===== src/rtl/uart_pkg.sv =====
// Shared definitions for the configurable UART transmitter.
// Contents:
//   state_t           transmitter FSM states
//   PAR_NONE/EVEN/ODD parity_mode encodings (2'b11 is treated as none)
//   BAUD_DIV_DEFAULT  clocks per bit for 9600 baud from a 50 MHz clock
package uart_pkg;

  typedef enum logic [2:0] {
    IDLE   = 3'd0,
    START  = 3'd1,
    DATA   = 3'd2,
    PARITY = 3'd3,
    STOP   = 3'd4
  } state_t;

  localparam logic [1:0] PAR_NONE = 2'b00;
  localparam logic [1:0] PAR_EVEN = 2'b01;
  localparam logic [1:0] PAR_ODD  = 2'b10;

  localparam int BAUD_DIV_DEFAULT = 5208;

endpackage


===== src/rtl/uart_tx_cfg_if.sv =====
// Write port of the UART transmitter.
// Signals:
//   trmt         write strobe; word accepted when trmt & tx_rdy
//   tx_data      word to send (DATA_BITS wide)
//   parity_mode  parity selection, sampled when a frame is loaded
//   tx_rdy       FIFO not full
//   tx_ovf       one-cycle pulse when a write was dropped (FIFO full)
// Modports: master = producer of words, slave = the transmitter.
interface uart_tx_cfg_if #(
  parameter int DATA_BITS = 8
) ();

  logic                 trmt;
  logic [DATA_BITS-1:0] tx_data;
  logic [1:0]           parity_mode;
  logic                 tx_rdy;
  logic                 tx_ovf;

  modport master (
    output trmt,
    output tx_data,
    output parity_mode,
    input  tx_rdy,
    input  tx_ovf
  );

  modport slave (
    input  trmt,
    input  tx_data,
    input  parity_mode,
    output tx_rdy,
    output tx_ovf
  );

endinterface


===== src/rtl/uart_tx_fifo.sv =====
// Synchronous FIFO buffering words for the UART transmitter.
// Ports:
//   clk, rst_n  clock, asynchronous active-low reset
//   push, wdata write request and word (ignored when full)
//   pop, rdata  read request (ignored when empty); rdata shows the head word
//   full, empty status derived from the pointers
//   count       registered number of stored words
// Pointers carry one extra MSB so that full and empty differ only in it.
module uart_tx_fifo #(
  parameter int DEPTH = 4,
  parameter int WIDTH = 8
) (
  input  logic                     clk,
  input  logic                     rst_n,
  input  logic                     push,
  input  logic [WIDTH-1:0]         wdata,
  input  logic                     pop,
  output logic [WIDTH-1:0]         rdata,
  output logic                     full,
  output logic                     empty,
  output logic [$clog2(DEPTH):0]   count
);

  localparam int AW = $clog2(DEPTH);
  localparam int PW = AW + 1;

  logic [WIDTH-1:0] mem [DEPTH];
  logic [PW-1:0]    wptr_q;
  logic [PW-1:0]    rptr_q;
  logic [PW-1:0]    count_q;
  logic             do_push;
  logic             do_pop;

  assign full    = (wptr_q[AW] != rptr_q[AW]) && (wptr_q[AW-1:0] == rptr_q[AW-1:0]);
  assign empty   = (wptr_q == rptr_q);
  assign rdata   = mem[rptr_q[AW-1:0]];
  assign count   = count_q;
  // A push into a full FIFO is refused even if a pop happens in the same cycle.
  assign do_push = push & ~full;
  assign do_pop  = pop & ~empty;

  always_ff @(posedge clk or negedge rst_n) begin
    if (!rst_n) begin
      wptr_q  <= '0;
      rptr_q  <= '0;
      count_q <= '0;
      for (int i = 0; i < DEPTH; i++) mem[i] <= '0;
    end else begin
      if (do_push) begin
        mem[wptr_q[AW-1:0]] <= wdata;
        wptr_q              <= wptr_q + PW'(1);
      end
      if (do_pop) rptr_q <= rptr_q + PW'(1);
      case ({do_push, do_pop})
        2'b10:   count_q <= count_q + PW'(1);
        2'b01:   count_q <= count_q - PW'(1);
        default: count_q <= count_q;
      endcase
    end
  end

endmodule


===== src/rtl/uart_tx_cfg.sv =====
// Buffered UART transmitter with programmable baud divisor, data width,
// parity and stop bits. Frames are sent LSB-first, back to back, with no
// idle gap while the FIFO holds words.
// Ports:
//   clk, rst_n  clock, asynchronous active-low reset
//   wr          write port (trmt/tx_data/parity_mode in, tx_rdy/tx_ovf out)
//   TX          serial line, idles high
//   tx_busy     frame in progress or FIFO non-empty
//   tx_done     one-cycle pulse on the last stop-bit clock of each frame
// All outputs are registered, so TX trails the FSM state by one clock; the
// start bit therefore appears two clocks after a write into an idle FIFO.
module uart_tx_cfg
  import uart_pkg::*;
#(
  parameter int BAUD_DIV   = BAUD_DIV_DEFAULT,
  parameter int DATA_BITS  = 8,
  parameter int STOP_BITS  = 1,
  parameter int FIFO_DEPTH = 4
) (
  input  logic           clk,
  input  logic           rst_n,
  uart_tx_cfg_if.slave   wr,
  output logic           TX,
  output logic           tx_busy,
  output logic           tx_done
);

  localparam int BW = $clog2(BAUD_DIV);
  localparam int CW = $clog2(DATA_BITS + 1);
  localparam int PW = $clog2(FIFO_DEPTH) + 1;

  localparam logic [BW-1:0] BAUD_LAST = BW'(BAUD_DIV - 1);
  localparam logic [CW-1:0] DATA_LAST = CW'(DATA_BITS - 1);
  localparam logic [CW-1:0] STOP_LAST = CW'(STOP_BITS - 1);

  function automatic logic parity_of(input logic [1:0] mode,
                                     input logic [DATA_BITS-1:0] d);
    return (mode == PAR_ODD) ? ~(^d) : (^d);
  endfunction

  state_t               state_q, state_d;
  logic [BW-1:0]        baud_q;
  logic [CW-1:0]        bit_q;
  logic [DATA_BITS-1:0] shift_q;
  logic                 par_en_q;
  logic                 par_bit_q;
  logic                 tx_q;
  logic                 done_q;
  logic                 busy_q;
  logic                 ovf_q;

  logic                 bit_end;
  logic                 load;
  logic                 pop;
  logic                 tx_d;
  logic                 done_d;

  logic                 push;
  logic [DATA_BITS-1:0] fifo_rdata;
  logic                 fifo_full;
  logic                 fifo_empty;
  logic [PW-1:0]        fifo_count;

  assign push      = wr.trmt & ~fifo_full;
  assign wr.tx_rdy = ~fifo_full;
  assign wr.tx_ovf = ovf_q;
  assign TX        = tx_q;
  assign tx_busy   = busy_q;
  assign tx_done   = done_q;
  assign bit_end   = (baud_q == BAUD_LAST);

  uart_tx_fifo #(
    .DEPTH (FIFO_DEPTH),
    .WIDTH (DATA_BITS)
  ) u_fifo (
    .clk   (clk),
    .rst_n (rst_n),
    .push  (push),
    .wdata (wr.tx_data),
    .pop   (pop),
    .rdata (fifo_rdata),
    .full  (fifo_full),
    .empty (fifo_empty),
    .count (fifo_count)
  );

  always_comb begin
    state_d = state_q;
    load    = 1'b0;
    pop     = 1'b0;
    done_d  = 1'b0;
    tx_d    = 1'b1;
    case (state_q)
      IDLE: begin
        tx_d = 1'b1;
        if (!fifo_empty) begin
          pop     = 1'b1;
          load    = 1'b1;
          state_d = START;
        end
      end
      START: begin
        tx_d = 1'b0;
        if (bit_end) state_d = DATA;
      end
      DATA: begin
        tx_d = shift_q[0];
        if (bit_end && (bit_q == DATA_LAST)) state_d = par_en_q ? PARITY : STOP;
      end
      PARITY: begin
        tx_d = par_bit_q;
        if (bit_end) state_d = STOP;
      end
      STOP: begin
        tx_d = 1'b1;
        if (bit_end && (bit_q == STOP_LAST)) begin
          done_d = 1'b1;
          // Chain straight into the next start bit when a word is waiting.
          if (!fifo_empty) begin
            pop     = 1'b1;
            load    = 1'b1;
            state_d = START;
          end else begin
            state_d = IDLE;
          end
        end
      end
      default: state_d = IDLE;
    endcase
  end

  // FSM state, baud and bit counters
  always_ff @(posedge clk or negedge rst_n) begin
    if (!rst_n) begin
      state_q <= IDLE;
      baud_q  <= '0;
      bit_q   <= '0;
    end else begin
      state_q <= state_d;
      if (load || bit_end || (state_q == IDLE)) baud_q <= '0;
      else                                      baud_q <= baud_q + BW'(1);
      // The bit counter is reused for stop bits, so it restarts on every state change.
      if (load || (state_d != state_q))
        bit_q <= '0;
      else if (bit_end && ((state_q == DATA) || (state_q == STOP)))
        bit_q <= bit_q + CW'(1);
    end
  end

  // Frame datapath: word, parity choice and parity bit latched at load
  always_ff @(posedge clk or negedge rst_n) begin
    if (!rst_n) begin
      shift_q   <= '0;
      par_en_q  <= 1'b0;
      par_bit_q <= 1'b0;
    end else if (load) begin
      shift_q   <= fifo_rdata;
      par_en_q  <= (wr.parity_mode == PAR_EVEN) || (wr.parity_mode == PAR_ODD);
      par_bit_q <= parity_of(wr.parity_mode, fifo_rdata);
    end else if ((state_q == DATA) && bit_end) begin
      shift_q <= shift_q >> 1;
    end
  end

  // Registered outputs
  always_ff @(posedge clk or negedge rst_n) begin
    if (!rst_n) begin
      tx_q   <= 1'b1;
      done_q <= 1'b0;
      busy_q <= 1'b0;
      ovf_q  <= 1'b0;
    end else begin
      tx_q   <= tx_d;
      done_q <= done_d;
      busy_q <= (state_q != IDLE) || (fifo_count != '0);
      ovf_q  <= wr.trmt & fifo_full;
    end
  end

endmodule

===== src/flat_wrapper.sv =====
// flat-port wrapper written by rule: the top's interface ports become plain ports
module uart_tx_cfg_flat import uart_pkg::*;
#(
  parameter int BAUD_DIV   = BAUD_DIV_DEFAULT,
  parameter int DATA_BITS  = 8,
  parameter int STOP_BITS  = 1,
  parameter int FIFO_DEPTH = 4
)
  (clk, rst_n, TX, tx_busy, tx_done, wr_trmt, wr_tx_data, wr_parity_mode, wr_tx_rdy, wr_tx_ovf);
  uart_tx_cfg_if #(.DATA_BITS(DATA_BITS)) wr_i ();
  input  logic clk;
  input  logic rst_n;
  output logic TX;
  output logic tx_busy;
  output logic tx_done;
  input wire logic [$bits(wr_i.trmt)-1:0] wr_trmt;
  input wire logic [$bits(wr_i.tx_data)-1:0] wr_tx_data;
  input wire logic [$bits(wr_i.parity_mode)-1:0] wr_parity_mode;
  output wire logic [$bits(wr_i.tx_rdy)-1:0] wr_tx_rdy;
  output wire logic [$bits(wr_i.tx_ovf)-1:0] wr_tx_ovf;
  assign wr_i.trmt = wr_trmt;
  assign wr_i.tx_data = wr_tx_data;
  assign wr_i.parity_mode = wr_parity_mode;
  assign wr_tx_rdy = wr_i.tx_rdy;
  assign wr_tx_ovf = wr_i.tx_ovf;
  uart_tx_cfg #(.BAUD_DIV(BAUD_DIV), .DATA_BITS(DATA_BITS), .STOP_BITS(STOP_BITS), .FIFO_DEPTH(FIFO_DEPTH)) u_core (.clk(clk), .rst_n(rst_n), .wr(wr_i), .TX(TX), .tx_busy(tx_busy), .tx_done(tx_done));
endmodule

===== config.mk =====
export PLATFORM = sky130hd
export DESIGN_NAME = uart_tx_cfg_flat
export DESIGN_NICKNAME = d
export VERILOG_FILES = /design/src/rtl/uart_pkg.sv /design/src/rtl/uart_tx_cfg_if.sv /design/src/rtl/uart_tx_fifo.sv /design/src/rtl/uart_tx_cfg.sv /design/src/flat_wrapper.sv
export SDC_FILE = /design/constraint.sdc
export NUM_CORES = 1
export LEC_CHECK = 0
export ABC_AREA = 1
export BUFFER_PORTS_ARGS = -buffer_cell sky130_fd_sc_hd__buf_2
export CAP_MARGIN = 5
export CORE_UTILIZATION = 47
export DETAILED_ROUTE_END_ITERATION = 6
export HOLD_SLACK_MARGIN = 0.05
export PLACE_DENSITY = 0.7
export SLEW_MARGIN = 20
export SYNTH_ARGS = -nofsm -noshare
export SYNTH_HDL_FRONTEND = slang
export SYNTH_HIERARCHICAL = 1
export SYNTH_SLANG_ARGS = --single-unit
export TNS_END_PERCENT = 50

===== constraint.sdc =====
create_clock -name clk -period 3.2 [get_ports clk]
set_input_delay 0.64 -clock clk [delete_from_list [all_inputs] [get_ports clk]]
set_output_delay 0.64 -clock clk [all_outputs]
set_load 0.005 [all_outputs]

==> run_results.csv <==
group,metric,value,unit
routing,drt_first_iter_violations,167,
power,design_power_total,4.112,mW
synth,postSynthNetCount,514,
sta,relSlewSlack,0.3749,
floorplanning,num_io_pins,18,
worst_setup_path,cp_slowest_stage_delay,0.40,ns
cells_and_area,finish.cell_count_without_fillers,614,
routing,detailed_routing_iteration_count_for_the_pre_antenna_repair_pass,5,
worst_setup_path,crit_path_cell_trace,"inv_1, ha_1, nor3b_1, nand4_2, nand2_2, nand2_4, inv_2, nand2_1, inv_1, ha_1, inv_1, fa_1, a21oi_1, o21ai_0, xnor2_1",
cts,cts_made_buffers,9,
cells_and_area,final_common_cell,"sky130_fd_sc_hd__nand2_1",
cts,cts_repair_resize_count,0,
cts,htree_levels,3,
synth,ys.flop_type,"sky130_fd_sc_hd__dfrtp_1",
sta,skew,0.01093,ns
worst_setup_path,worstReg2RegStart,"u_core/bit_q[0]$_DFFE_PN0P_",
synth,syn_area,4083,um^2
worst_setup_path,r2r_setup_slack,0.36,ns
cells_and_area,layout_common_cells,"sky130_fd_sc_hd__nand2_1 (127), sky130_fd_sc_hd__dfrtp_1 (74), sky130_fd_sc_hd__inv_1 (47), sky130_fd_sc_hd__nor2_1 (42), sky130_fd_sc_hd__nand4_1 (36)",
grt,first_global_vias,3092,
sta,fin_tns_setup,0,ns
power,power_density,922.3,nW/um^2
worst_setup_path,timing.reg2reg.worst_path_depth,15,
placed_design,gpl.final_weighted_congestion,0.8659,
grt,global_route_wire_length_before_repair,14480,um
synth,syn-instance-count,490,
synth,synthDominantAreaCellType,"sky130_fd_sc_hd__dfrtp_1",
cts,clk_latency,0.34,ns
placed_design,place_inst,598,
floorplanning,start_util,0.4919,
routing,route.detailed.vias_per_inst,5.308,
synth,synth_warnings,6,
floorplanning,die_footprint,9063,um^2
sta,maxClockFrequency,352.5,MHz
floorplanning,fp.dieW,95.20,um
status,run_status,"finished clean",
worst_setup_path,timing.critical_path.to,"u_core/u_fifo/count[2]$_DFFE_PN0P_",
sta,maxSlewViolCount,0,
synth,post_synth_edffs,0,
routing,routedWlPerCell,13.32,um
routing,via_count,3259,
cts,post_cts_buffers,0,
cells_and_area,num-nets-final,528,
worst_setup_path,crit_path_start,"u_core/bit_q[0]$_DFFE_PN0P_",
synth,yosys.area.top_type_share,0.4536,
routing,drt-total-wl,8181,um
worst_setup_path,setup.worst_path.class,"reg -> reg",
synth,post_synth.cell_area_avg,8.332,um^2
worst_setup_path,peak_fanout_along_the_critical_path,19,
floorplanning,number_of_cell_rows,33,
synth,synth_sequential_area_ratio,0.4600,
cells_and_area,syn2layout_area_growth,9.194,%
synth,synth-seq-cells,75,
grt,grt_max_degree,76,
worst_setup_path,worst_r2r_endpoint,"u_core/u_fifo/count[2]$_DFFE_PN0P_",
grt,overflow,0,
worst_setup_path,arrival,3.06,ns
cts,cts.sink_count,75,
worst_setup_path,worst_ep_required_time,3.43,ns
floorplanning,die-height,95.20,um
grt,antenna_found_initial,0,
sta,setup_viol,0,
synth,post_synth_num_cell_types,42,
cells_and_area,post_route_cells_drive_above_1_share,0.1493,
worst_setup_path,critical_path.most_common_cell,"sky130_fd_sc_hd__inv_1",
routing,drtAntennaViolNets,0,
cells_and_area,num_antenna_cells,0,
synth,synthArstFlopShare,1.000,
cts,clockBufferDepth,2,
sta,layout_min_cycle_time,2.837,ns
sta,tightestPinTransition,0.9376,ns
cts,cts_hold_buf,0,
power,worst_ir_drop_vdd,0.0004419,V
sta,rsz0062_at_grt,"false",
grt,track_usage,0.2065,
cts,cts.clk_slew.worst_paths,0.08,ns
sta,final_min_period_over_clock_period,0.8864,
placed_design,detailed_place_hpwl,5654,um
job,maxcap_violations,0,
placed_design,place.port_buffers,17,
cells_and_area,layout.core_utilization,0.5372,
worst_setup_path,worst_path_max_delay_cell,"sky130_fd_sc_hd__dfrtp_1",
power,power.leakage,2.275,nW
routing,drt_drc_violations_left,0,
worst_setup_path,critical_path.startpoint_type,"flop",
worst_hold_path,worst_hold_path_type,"in -> async",
cts,tritoncts,"yes",
worst_setup_path,crit_end_category,"flop",
cts,cts.root.buffer_cell,"sky130_fd_sc_hd__clkbuf_8",
floorplanning,core_area,8299,um^2
synth,synth_area_leaders,"sky130_fd_sc_hd__dfrtp_1 (45%), sky130_fd_sc_hd__nand2_1 (12%), sky130_fd_sc_hd__nand4_1 (5.5%)",
sta,final_hold_viol_count,0,
cell usage after synthesis (3+ instances only):
master                     count
sky130_fd_sc_hd__o211ai_2      3
sky130_fd_sc_hd__inv_2         8
sky130_fd_sc_hd__ha_1         10
sky130_fd_sc_hd__nand3_1      16
sky130_fd_sc_hd__o21ai_0      23
sky130_fd_sc_hd__buf_6         5
sky130_fd_sc_hd__inv_1        47
sky130_fd_sc_hd__buf_2         4
sky130_fd_sc_hd__a21oi_1       4
sky130_fd_sc_hd__xor2_1        9
sky130_fd_sc_hd__o22ai_1       8
sky130_fd_sc_hd__nand3_2       3
sky130_fd_sc_hd__nor2_1       43
sky130_fd_sc_hd__nor3_1        7
sky130_fd_sc_hd__o211ai_1      5
sky130_fd_sc_hd__nor3b_1       3
sky130_fd_sc_hd__nand2_1     127
sky130_fd_sc_hd__o21ai_1       8
sky130_fd_sc_hd__nand4_1      36
sky130_fd_sc_hd__xnor2_1       7
sky130_fd_sc_hd__dfrtp_1      74
sky130_fd_sc_hd__nand2_2       7
sky130_fd_sc_hd__nor2_2        5
sky130_fd_sc_hd__buf_1         6
per-stage QoR:
| stage | area, um^2 | hold slack, ns | setup WS, ns |
|---|---|---|---|
| after detailed placement | 4220 | 0.4532 | 0.3892 |
| after CTS | 4458 | 0.4686 | 0.3660 |
| after floorplan | 4083 | 0.3444 | 0.6630 |
| after global routing | 4458 | 0.4860 | 0.08964 |
| after global placement | 4220 | 0.4432 | 0.4803 |
| final | 4458 | 0.4170 | 0.3634 |
worst min-delay path by stage:
stage | from | endpoint | slack (ns) | cells after the start
floorplan | rst_n | u_core/baud_q[0]$_DFF_PN0_ | 0.34 | 0
global placement | u_core/baud_q[0]$_DFF_PN0_ | u_core/baud_q[0]$_DFF_PN0_ | 0.44 | 1
detailed placement | u_core/u_fifo/mem[13]$_DFFE_PN0P_ | u_core/u_fifo/mem[13]$_DFFE_PN0P_ | 0.45 | 2
CTS | rst_n | u_core/baud_q[5]$_DFF_PN0_ | 0.47 | 1
global route | u_core/baud_q[0]$_DFF_PN0_ | u_core/baud_q[0]$_DFF_PN0_ | 0.49 | 1
finish | rst_n | u_core/baud_q[6]$_DFF_PN0_ | 0.42 | 1
kinds of logic after synthesis:
family          after synthesis  share of synthesized area
flops                        75                     0.4600
fa+ha+maj                    11                    0.03555
compound gates               55                    0.08183
simple gates                258                     0.3049
xor+xnor                     17                    0.03831
buf+inv                      74                    0.07937
per-layer routing:
| layer | share of wire | global-route usage |
|---|---|---|
| met2 | 0.46 | 0.3304 |
| met5 | 0 | 0 |
| met1 | 0.48 | 0.2843 |
| met3 | 0.052 | 0.03429 |
| met4 | 0.0095 | 0.06818 |
worst max-delay path: cells and delay by family (launching register included):
| kind | cells | cell delay [ns] |
|---|---|---|
| buffers and inverters | 4 | 0.41 |
| AO/OA/AOI/OAI | 2 | 0.25 |
| flip-flops | 1 | 0.40 |
| adder cells (fa/ha/maj) | 3 | 0.65 |
| AND/OR/NAND/NOR | 5 | 0.88 |
| XOR/XNOR | 1 | 0.13 |
cell type report:
| cell class | count | area (um^2) |
|---|---|---|
| Multi-Input combinational cell | 341 | 1883 |
| Clock buffer | 13 | 168.9 |
| Inverter | 56 | 210.2 |
| Clock inverter | 3 | 68.82 |
| Fill cell | 767 | 3841 |
| Sequential cell | 75 | 1878 |
| Tap cell | 105 | 131.4 |
| Timing Repair Buffer | 21 | 117.6 |
state kept, by name (all words and copies together), names as in the netlist, 3 cells and up:
name and cells:
u_core/shift_q 8, u_core/u_fifo/mem 32, u_core/bit_q 4, u_core/baud_q 13, u_core/state_q 3, u_core/u_fifo/rptr_q 3, u_core/u_fifo/wptr_q 3, u_core/u_fifo/count 3
power breakdown:
part	internal [mW]	switching (mW)	total (mW)
logic	0.648	1.08	1.72
clock network	0.505	0.341	0.846
registers	1.31	0.233	1.54
total	2.46	1.65	4.11
(Power assumes the default switching activity.)
